<file path="src/rtl/i2c_arb_pkg.sv">
// Shared types for the I2C EEPROM command arbiter: state encoding,
// direction codes and the latched command record.
package i2c_arb_pkg;

   typedef enum logic [1:0] {
      IDLE    = 2'd0,
      START   = 2'd1,
      BUSY    = 2'd2,
      WR_WAIT = 2'd3
   } arb_state_t;

   localparam logic RW_READ  = 1'b1;
   localparam logic RW_WRITE = 1'b0;

   localparam int CMD_W = 25;

   typedef struct packed {
      logic        rw;
      logic [15:0] addr;
      logic [7:0]  wdata;
   } arb_cmd_t;

endpackage

</file>
<file path="src/rtl/i2c_rr_arb2.sv">
// Two-way round-robin picker. When both clients request, prio selects
// the winner; a single requester always wins. Grant is one-hot or zero.
module i2c_rr_arb2 (
   input  logic [1:0] req,
   input  logic       prio,
   output logic [1:0] gnt
);

   // pick the winner from the request pair and the current priority holder
   always_comb begin
      gnt = req;
      if (req == 2'b11) begin
         gnt = prio ? 2'b10 : 2'b01;
      end
   end

endmodule

</file>
<file path="src/rtl/i2c_eeprom_arb.sv">
// Sequencer/arbiter in front of the I2C EEPROM byte engine. Two clients
// post single-byte commands; one engine transaction runs at a time.
// Optional feature macro: I2C_ARB_WR_WAIT_EN adds a post-write idle
// period (WR_WAIT) covering the EEPROM internal write-cycle time.
//
// state   | meaning
// IDLE    | waiting for a client request; arbitration happens here
// START   | ack to the winner and engine start pulse
// BUSY    | engine running, command fields held until i2c_end
// WR_WAIT | post-write idle count (only with I2C_ARB_WR_WAIT_EN)
module i2c_eeprom_arb
   import i2c_arb_pkg::*;
#(
   parameter int   WR_WAIT_CYC = 5000,
   parameter int   WAIT_CNT_W  = 13,
   parameter logic INIT_PRIO   = 1'b0
) (
   input  logic        sys_clk,
   input  logic        sys_rst,
   input  logic        req0,
   input  logic        rw0,
   input  logic [15:0] addr0,
   input  logic [7:0]  wdata0,
   output logic        ack0,
   output logic        done0,
   input  logic        req1,
   input  logic        rw1,
   input  logic [15:0] addr1,
   input  logic [7:0]  wdata1,
   output logic        ack1,
   output logic        done1,
   output logic [7:0]  rd_data,
   output logic        busy,
   output logic        i2c_start,
   output logic        wr_en,
   output logic        rd_en,
   output logic [15:0] byte_addr,
   output logic [7:0]  wr_data,
   input  logic        i2c_end,
   input  logic [7:0]  i2c_rd_data
);

   arb_state_t       state;
   arb_cmd_t         cmd_q;
   arb_cmd_t         win_cmd;
   logic             owner_q;
   logic             prio_q;
   logic [1:0]       gnt;
   logic [7:0]       rd_data_q;
   logic             end_hit;
   logic [CMD_W-1:0] cmd0;
   logic [CMD_W-1:0] cmd1;

`ifdef I2C_ARB_WR_WAIT_EN
   logic [WAIT_CNT_W-1:0] wait_cnt;
`else
   logic unused_wait_cfg;
   assign unused_wait_cfg = (WR_WAIT_CYC > 0) ^ (WAIT_CNT_W > 0);
`endif

   i2c_rr_arb2 u_rr (
      .req  ({req1, req0}),
      .prio (prio_q),
      .gnt  (gnt)
   );

   assign cmd0    = {rw0, addr0, wdata0};
   assign cmd1    = {rw1, addr1, wdata1};
   assign win_cmd = gnt[1] ? arb_cmd_t'(cmd1) : arb_cmd_t'(cmd0);

   // done and read data are decoded from i2c_end so the client sees them
   // in the very cycle the engine reports completion
   assign end_hit = (state == BUSY) && i2c_end;
   assign done0   = end_hit && !owner_q;
   assign done1   = end_hit && owner_q;
   assign rd_data = (end_hit && (cmd_q.rw == RW_READ)) ? i2c_rd_data : rd_data_q;

   // arbitration, command latch and engine handshake sequencing
   always_ff @(posedge sys_clk or posedge sys_rst) begin
      if (sys_rst) begin
         state     <= IDLE;
         cmd_q     <= '0;
         owner_q   <= 1'b0;
         prio_q    <= INIT_PRIO;
         rd_data_q <= '0;
         ack0      <= 1'b0;
         ack1      <= 1'b0;
         busy      <= 1'b0;
         i2c_start <= 1'b0;
         wr_en     <= 1'b0;
         rd_en     <= 1'b0;
         byte_addr <= '0;
         wr_data   <= '0;
`ifdef I2C_ARB_WR_WAIT_EN
         wait_cnt  <= '0;
`endif
      end else begin
         ack0      <= 1'b0;
         ack1      <= 1'b0;
         i2c_start <= 1'b0;
         case (state)
            IDLE: begin
               if (|gnt) begin
                  cmd_q     <= win_cmd;
                  owner_q   <= gnt[1];
                  ack0      <= gnt[0];
                  ack1      <= gnt[1];
                  i2c_start <= 1'b1;
                  busy      <= 1'b1;
                  wr_en     <= (win_cmd.rw == RW_WRITE);
                  rd_en     <= (win_cmd.rw == RW_READ);
                  byte_addr <= win_cmd.addr;
                  wr_data   <= win_cmd.wdata;
                  state     <= START;
               end
            end
            START: begin
               state <= BUSY;
            end
            BUSY: begin
               if (i2c_end) begin
                  if (cmd_q.rw == RW_READ) begin
                     rd_data_q <= i2c_rd_data;
                  end
                  prio_q <= ~owner_q;
                  wr_en  <= 1'b0;
                  rd_en  <= 1'b0;
`ifdef I2C_ARB_WR_WAIT_EN
                  if (cmd_q.rw == RW_WRITE) begin
                     state <= WR_WAIT;
                  end else begin
                     state <= IDLE;
                     busy  <= 1'b0;
                  end
`else
                  state <= IDLE;
                  busy  <= 1'b0;
`endif
               end
            end
            WR_WAIT: begin
`ifdef I2C_ARB_WR_WAIT_EN
               if (wait_cnt == WAIT_CNT_W'(WR_WAIT_CYC - 1)) begin
                  wait_cnt <= '0;
                  state    <= IDLE;
                  busy     <= 1'b0;
               end else begin
                  wait_cnt <= wait_cnt + 1'b1;
               end
`else
               state <= IDLE;
               busy  <= 1'b0;
`endif
            end
            default: begin
               state <= IDLE;
            end
         endcase
      end
   end

endmodule

</file>
<file path="config.mk">
export PLATFORM = sky130hd
export DESIGN_NAME = i2c_eeprom_arb
export DESIGN_NICKNAME = d
export VERILOG_FILES = /design/src/rtl/i2c_arb_pkg.sv /design/src/rtl/i2c_rr_arb2.sv /design/src/rtl/i2c_eeprom_arb.sv
export SDC_FILE = /design/constraint.sdc
export NUM_CORES = 1
export LEC_CHECK = 0
export BUFFER_PORTS_ARGS = -buffer_cell sky130_fd_sc_hd__buf_2
export CORE_MARGIN = 2
export CORE_UTILIZATION = 49
export CTS_BUF_LIST = sky130_fd_sc_hd__clkbuf_16
export DETAILED_ROUTE_END_ITERATION = 12
export HOLD_SLACK_MARGIN = 0.08
export PLACE_DENSITY = 0.91
export RECOVER_POWER = 50
export SLEW_MARGIN = 20
export SYNTH_ARGS = -nofsm -noshare
export SYNTH_HDL_FRONTEND = slang
export SYNTH_SLANG_ARGS = --single-unit
</file>
<file path="constraint.sdc">
create_clock -name sys_clk -period 3.45 [get_ports sys_clk]
set_input_delay 0.5175 -clock sys_clk [delete_from_list [all_inputs] [get_ports sys_clk]]
set_output_delay 0.5175 -clock sys_clk [all_outputs]
set_load 0.01 [all_outputs]
</file>
==> results of run 1 <==
area by class of cell:
class | count | area (um2) | area share
Clock buffer | 5 | 125 | 0.0463
Clock inverter | 2 | 8.76 | 0.00324
Multi-Input combinational cell | 142 | 913 | 0.338
Timing Repair Buffer | 104 | 500 | 0.185
Sequential cell | 43 | 1080 | 0.398
Inverter | 4 | 15.0 | 0.00556
Tap cell | 50 | 62.6 | 0.0232
routing by layer:
metal,vias to the layer above,part of all wire,GRT usage
li1,948,-,-
met3,6,0.081,0.0480
met1,949,0.38,0.297
met4,0,0.013,0.0620
met2,99,0.53,0.425
met5,-,0,0
flip-flops by register name (all words and copies together) (netlist names), 2 cells and up:
| signal | flops |
|---|---|
| rd_data_q | 8 |
| state | 2 |
| byte_addr | 16 |
| wr_data | 8 |
cell families after synthesis:
family / after synthesis
compound gates: 80
buf+inv: 22
flops: 43
mux: 17
simple gates: 45
cell usage in the layout (no fill, tap or decap), drive strengths merged:
| cell | count |
|---|---|
| buf | 86 |
| o21ai | 26 |
| nand3b | 1 |
| and3b | 1 |
| a31oi | 24 |
| o2bb2ai | 1 |
| nand2 | 7 |
| nand3 | 24 |
| and2 | 1 |
| inv | 4 |
| a32o | 1 |
| nor2 | 7 |
| and2b | 1 |
| a311oi | 1 |
| a22oi | 1 |
| mux2 | 17 |
| clkbuf | 23 |
| dfrtp | 43 |
| clkinv | 2 |
| or2 | 2 |
| nand2b | 1 |
| a2bb2oi | 1 |
| a21oi | 25 |
Yosys cell counts (all sizes together) (2+ instances only):
master | count | area [um2]
dfrtp | 43 | 1080
a21oi | 25 | 125
buf | 11 | 80.1
inv | 4 | 15.0
nor2 | 7 | 28.8
or2 | 2 | 12.5
a31oi | 24 | 150
o21ai | 26 | 130
nand2 | 7 | 36.3
mux2 | 17 | 229
nand3 | 24 | 120
clkbuf | 7 | 26.3
where the power goes:
group / total [mW] / internal, mW / switching (mW)
logic: 1.04 / 0.462 / 0.582
clock network: 0.440 / 0.260 / 0.180
registers: 0.911 / 0.757 / 0.153
through the flow:
| stage | power [mW] | utilization | cell area (um2) | instances |
|---|---|---|---|---|
| 3_5_place_dp | 1.99 | 0.635 | 2590 | 343 |
| 2_1_floorplan | 1.62 | - | 2110 | 207 |
| 3_3_place_gp | 1.93 | 0.635 | 2590 | 343 |
| 6_report | 2.40 | 0.661 | 2700 | 350 |
| 5_1_grt | 2.55 | 0.661 | 2700 | 350 |
| 4_1_cts | 2.44 | 0.667 | 2730 | 350 |
worst reg2reg max path, cell delays in order (launching register included):
cell	delay, ps
dfrtp_1	430
nor2_2	120
clkbuf_1	820
nand2_2	220
inv_2	410
a31oi_1	170
worst paths after layout:
check | from | to | slack, ps
max in group asynchronous | sys_rst | wr_data[3] | 1820
hold reg to reg | busy | busy | 480
hold / removal | busy | busy | 480
setup / recovery | state[1] | byte_addr[2] | 1140
setup reg to reg | state[1] | byte_addr[2] | 1140
min in group asynchronous | sys_rst | rd_data_q[7] | 720
==> results.toml, run 1 <==
[placed_design]
dp_hpwl_mm = 3.84
gp_congestion = 0.771
numPortBuffers = 102
pre_cts_ws_ps = 1220

[drt]
wl_per_cell_um = 16.2
ant_nets = 0
vias = 2002
via_per_inst = 5.72
drtPass1Iterations = 4
drt_iter0_markers = 183
wl_mm = 5.66
drc_errors = 0

[synthesis]
synth.distinct_cells = 32
synth_seq_cells = 43
ys_warn_count = 0
async_flop_share = 1.00
synth_compound_area_frac = 0.213
synth_area_mm2 = 0.00211
syn_avg_cell_area_um2 = 10.2
synthFlopType = "dfrtp_1"
synth-seq-area-share = 0.509
synth_edf_count = 0
yosys.area_share.simple = 0.112
synthCells = 207
synth_mux_area_frac = 0.108
synth_top_family_by_area = "compound AO/OA/AOI/OAI gates"
synth-xor-area-share = 0
synth_adder_area_share = 0
synth_fp_nets = 270

[layout]
final_nets = 363
num_antenna_cells = 0
nFillCells = 332
layout-drive-gt1-share = 0.383
area_delta_synth_final_pct = 27.9

[timing]
finalSetupViolations = 0
period_share = 0.669
final-max-slew-violation-count = 44
min_period_ps = 2310
holdWs_ps = 481
slew_headroom = -0.0534
finalHoldViolCount = 0
max_freq_mhz = 433
fin_tns_setup_ps = 0
setup_slack_ps = 1140
grt_setup_unrepaired = "false"
finClkSkew_ps = 2.78
worstMarginPinSlew_ps = 1580

[clocking]
cts_hold_buf = 0
htree_levels = 2
numCtsBuffers = 5
cts_tree = "built"
clock-sinks = 43
clk_pin_slew_ps = 60
cts_setup_buffers = 0
clk-insertion-delay-late_ps = 280
cts_resized = 0
clockRootBuffer = "clkbuf_16"
clockBufferDepth = 2

[grt]
grt_use_total = 0.239
grt_max_degree = 44
grt_pass1_vias = 1913
grt_pass1_wl_mm = 9.25
antenna_found_initial = 0
grt-ovfl-total = 0

[die]
dieArea_mm2 = 0.00485
row_count = 23
fp.dieW_um = 69.7
start_util = 0.517
core_area_mm2 = 0.00409
dieHeight_um = 69.7
io_pins = 103

[worst_setup_path]
end_kind = "register"
rr_worst_depth = 5
path_max_fanout = 26
criticalPathCategory = "register to register"
cpPeakStageDelay_ps = 820
cp.depth = 5
crit_buf_inv = 2
cp-start-kind = "register"
crit_chain = "nor2_2 -> clkbuf_1 -> nand2_2 -> inv_2 -> a31oi_1"
critPathTopFamily = "buffers and inverters"
crit_slowest_cell = "clkbuf_1"
cp.required_ps = 3580
worstPathArrival_ps = 2440

[worst_hold_path]
worstHoldPathCells = 2
min_path_type = "register to register"

[power]
leakagePower_nw = 1.29
peakVddDrop_mv = 0.438
power.density_mw_per_mm2 = 887

[run_status]
violations = "capacitance limit, slew limit"
outcome = "finished, violations left"

[job]
maxCapViolCount = 1
No activity file was read; power rests on OpenSTA's default activity.
==> inputs of run 2 (changes only) <==
CORE_UTILIZATION = 46   (was 49)
PLACE_DENSITY = 0.87   (was 0.91)
clock period = 2.2 ns   (was 3.45 ns; I/O delays follow)
==> run 2 against run 1 <==
The run now ends clean. Worst hold slack got worse by 180 ps. Combinational power rose by 55%. Clock skew rose by 1.6 ps. Global-route usage fell by 1.4 points. Total power rose by 55%. Clock power rose by 56%. Count of clock-buffer cells in the layout did not move. Final area rose by 1.2%.
==> results.toml, run 2 (synthesis gave the netlist of run 1 again) <==
[drt]
drtPass1Iterations = 4
wl_met2_mm = 2.91
wl_met3_um = 342
drc_errors = 0
vias = 1991
ant_nets = 0
dr.max_layer_used = "met4"
drt_iter0_markers = 113
wl_per_cell_um = 15.3
wl_met1_mm = 2.20
via_per_inst = 5.55
wl_mm = 5.49

[layout]
final_cell_mix = "72 x buf_2, 43 x dfrtp_1, 32 x clkbuf_1, 26 x o21ai_0, 25 x a21oi_1"
num_antenna_cells = 0
layout_commonest_cell = "buf_2"
layout-drive-gt1-share = 0.342
finalNonFillerCells = 359
top_register = "byte_addr"
area_delta_synth_final_pct = 29.4
final_nets = 370
largest_reg_flops = 16
reg.largest.list = "byte_addr x16, rd_data_q x8, wr_data x8"

[worst_setup_path]
r2r_setup_slack_ps = 380
critPathTopFamily = "simple AND/OR/NAND/NOR gates"
cp.required_ps = 1870
cp-start-kind = "register"
cpPeakStageDelay_ps = 420
criticalPathCategory = "register to output port"
crit_chain = "and3b_1 -> nand2_4 -> mux2_4 -> buf_2"
endpoint = "rd_data[2]"
worstPathArrival_ps = 1670
worstReg2RegEnd = "wr_data[5]"
path_max_fanout = 16
cp.depth = 4
end_kind = "output port"
crit_slowest_cell = "dfrtp_1"
crit_buf_inv = 1
worstReg2RegStart = "prio_q"
crit_start = "state[0]"
rr_worst_depth = 4

[power]
power.density_mw_per_mm2 = 1360
peakVddDrop_mv = 0.584
leakagePower_nw = 1.29
total_power_mw = 3.72

[grt]
grt_max_degree = 27
grt_pass1_wl_mm = 9.09
grt_use_total = 0.225
grt-ovfl-total = 0
grt_pass1_vias = 1932
antenna_found_initial = 0

[timing]
finalHoldViolCount = 0
grt_setup_unrepaired = "false"
worstMarginPinSlew_ps = 1100
period_share = 0.909
finalSetupViolations = 0
setup_slack_ps = 200
fin_tns_setup_ps = 0
min_period_ps = 2000
final-max-slew-violation-count = 0
finClkSkew_ps = 4.36
max_freq_mhz = 500
slew_headroom = 0.270

[placed_design]
place_inst = 351
dp_hpwl_mm = 3.86
numPortBuffers = 102
pre_cts_ws_ps = 481
gp_congestion = 0.753

[worst_hold_path]
min_path_type = "input pin to register"

[clocking]
clock-sinks = 43
clk-insertion-delay-late_ps = 280
numCtsBuffers = 5
cts_setup_buffers = 0
cts_hold_buf = 1
htree_levels = 2
clockRootBuffer = "clkbuf_16"
cts_tree = "built"
clk_pin_slew_ps = 60
cts_resized = 0
clockBufferDepth = 2

[die]
dieArea_mm2 = 0.00515
start_util = 0.482
fp.dieW_um = 71.8
io_pins = 103
dieHeight_um = 71.8
core_area_mm2 = 0.00438
row_count = 24

[run_status]
outcome = "completed"

[job]
maxCapViolCount = 0
## run 2: cell count changes in the layout (fill, tap and decap cells not counted), sizes merged
cell	before	now
buf	86	78
dlygate4sd3	0	1
clkbuf	23	37
## run 2: area by class of cell
type / instances / area [um2]
Clock buffer: 5 / 125
Clock inverter: 2 / 8.76
Fill cell: 387 / 1650
Inverter: 4 / 15.0
Multi-Input combinational cell: 142 / 908
Sequential cell: 43 / 1080
Tap cell: 52 / 65.1
Timing Repair Buffer: 111 / 536
## run 2: worst min path at each step
stage,from,endpoint,cells after the start
2_1_floorplan,req0,ack0,2
3_3_place_gp,sys_rst,byte_addr[3],2
3_5_place_dp,sys_rst,byte_addr[3],2
4_1_cts,i2c_rd_data[3],rd_data_q[3],2
5_1_grt,i2c_rd_data[1],rd_data_q[1],2
6_report,i2c_rd_data[3],rd_data_q[3],2
## run 2: where the power goes
group | switching [mW] | leakage, nW | internal (mW)
combinational | 0.897 | 0.723 | 0.710
clock | 0.277 | 0.0671 | 0.408
sequential | 0.240 | 0.496 | 1.19
total | 1.41 | 1.29 | 2.30
## run 2: routing by layer
layer / track usage / vias up
met3: 0.0520 / 4
li1: - / 960
met5: 0 / -
met2: 0.384 / 83
met1: 0.286 / 944
met4: 0.0650 / 0
## run 2: per-stage QoR
stage	util	cell area, um2	hold slack, ps
floorplan	-	2110	440
global placement	0.602	2640	355
detailed placement	0.602	2640	355
CTS	0.635	2790	299
global route	0.624	2730	305
finish	0.624	2730	303
==> inputs of run 3 (changes only) <==
MAX_ROUTING_LAYER = met4   (was unset)
==> run 3 against run 2 <==
Fmax is essentially flat. Register-to-register slack about the same. First-iteration DRC count up 24%. Via count decreased by 0.30%. Sequential power barely moved. Largest cell class unchanged.
==> results.toml, run 3 (synthesis gave the netlist of run 1 again) <==
[power]
combinationalPowerShare = 0.432
clockPowerShare = 0.184
power.density_mw_per_mm2 = 1360
power.internal_mw = 2.30
p_seq_frac = 0.384
p_sw_frac = 0.380
p_sw_mw = 1.41
leakagePower_nw = 1.29
peakVddDrop_mv = 0.580

[grt]
grt_pass1_wl_mm = 9.09
grt_use_met2 = 0.384
grt_pass1_vias = 1932
grtUsageMet1 = 0.288
grt_max_degree = 27
grt_util_met3 = 0.0492
grt_use_total = 0.232
antenna_found_initial = 0
grt-ovfl-total = 0
top_usage_layer = "met2"

[timing]
grt_setup_unrepaired = "false"
fin_tns_setup_ps = 0
period_share = 0.910
slew_headroom = 0.280
finalHoldViolCount = 0
min_period_ps = 2000
final-max-slew-violation-count = 0
finClkSkew_ps = 2.59
worstMarginPinSlew_ps = 1080
max_freq_mhz = 500
finalSetupViolations = 0

[layout]
top_register = "byte_addr"
finalNonFillerCells = 359
area_delta_synth_final_pct = 29.4
layout_commonest_cell = "buf_2"
final_cell_mix = "72 x buf_2, 43 x dfrtp_1, 32 x clkbuf_1, 26 x o21ai_0, 25 x a21oi_1"
largest_reg_flops = 16
stdcell_area_mm2 = 0.00273
final_nets = 370
layout-drive-gt1-share = 0.342
nFillCells = 387
num_antenna_cells = 0
reg.largest.list = "byte_addr x16, rd_data_q x8, wr_data x8"

[drt]
drt_iter0_markers = 140
wl_per_cell_um = 15.3
drc_errors = 0
vias = 1985
drtPass1Iterations = 4
wl_mm = 5.48
ant_nets = 0
via_per_inst = 5.53

[clocking]
htree_levels = 2
numCtsBuffers = 5
clk-insertion-delay-late_ps = 280
clockBufferDepth = 2
cts_tree = "built"
clockRootBuffer = "clkbuf_16"
cts_resized = 0
clk_pin_slew_ps = 60
cts_hold_buf = 1
clock-sinks = 43
cts_setup_buffers = 0

[placed_design]
place_inst = 351
gp_congestion = 0.763
postPlaceCellArea_mm2 = 0.00264
dp_hpwl_mm = 3.86
numPortBuffers = 102

[worst_setup_path]
worstPathArrival_ps = 1670
rr_worst_depth = 4
end_kind = "output port"
crit_start = "state[0]"
cp-start-kind = "register"
path_max_fanout = 16
cp.required_ps = 1870
endpoint = "rd_data[2]"
criticalPathCategory = "register to output port"
r2r_setup_slack_ps = 390
worstReg2RegEnd = "wr_data[5]"
worstReg2RegStart = "prio_q"

[job]
maxCapViolCount = 0

[die]
dieArea_mm2 = 0.00515
row_count = 24
io_pins = 103
start_util = 0.482
core_area_mm2 = 0.00438
fp.dieW_um = 71.8
dieHeight_um = 71.8

[worst_hold_path]
min_path_type = "input pin to register"

[run_status]
outcome = "completed"
## run 3: cell counts in the layout (fill, tap and decap cells not counted)
No cell type changed its count.
## run 3: area by class of cell
type                       count  area (um2)  area share
sequential                    43        1080       0.394
multi-input combinational    142         908       0.332
timing repair buffer         111         536       0.196
clock inverter                 2        8.76     0.00320
clock buffer                   5         125      0.0458
tap                           52        65.1      0.0238
inverter                       4        15.0     0.00549
## run 3: worst max-delay path, stage by stage, from the launching register on
cell     delay, ps
dfrtp_1        420
and3b_1        310
nand2_4        190
mux2_4         340
buf_2          140
## run 3: how the worst min path moves through the flow
| stage | end | startpoint | depth (start not counted) |
|---|---|---|---|
| global route | rd_data_q[1] | i2c_rd_data[1] | 2 |
| detailed placement | byte_addr[3] | sys_rst | 2 |
| floorplan | ack0 | req0 | 2 |
| global placement | byte_addr[3] | sys_rst | 2 |
| finish | rd_data_q[3] | i2c_rd_data[3] | 2 |
| CTS | rd_data_q[3] | i2c_rd_data[3] | 2 |
## run 3: power by group through the flow
stage	logic [mW]	registers, mW	clock network [mW]
CTS	1.71	1.42	0.692
global route	1.79	1.47	0.736
detailed placement	1.71	1.43	0
floorplan	1.01	1.52	0
global placement	1.66	1.40	0
finish	1.60	1.43	0.683
## run 3: stage by stage
step,power [mW],utilization,hold slack (ps),setup WS (ps)
3_3_place_gp,3.06,0.602,355,530
5_1_grt,4.00,0.624,305,120
2_1_floorplan,2.53,-,440,640
6_report,3.71,0.624,303,199
3_5_place_dp,3.13,0.602,355,481
4_1_cts,3.82,0.635,299,188
## run 3: layer usage
metal,part of all wire,vias to the layer above,wire length [um]
met5,0,-,0
met4,0.0064,0,35
met3,0.066,2,362
met2,0.53,85,2930
met1,0.39,937,2150
li1,-,961,-
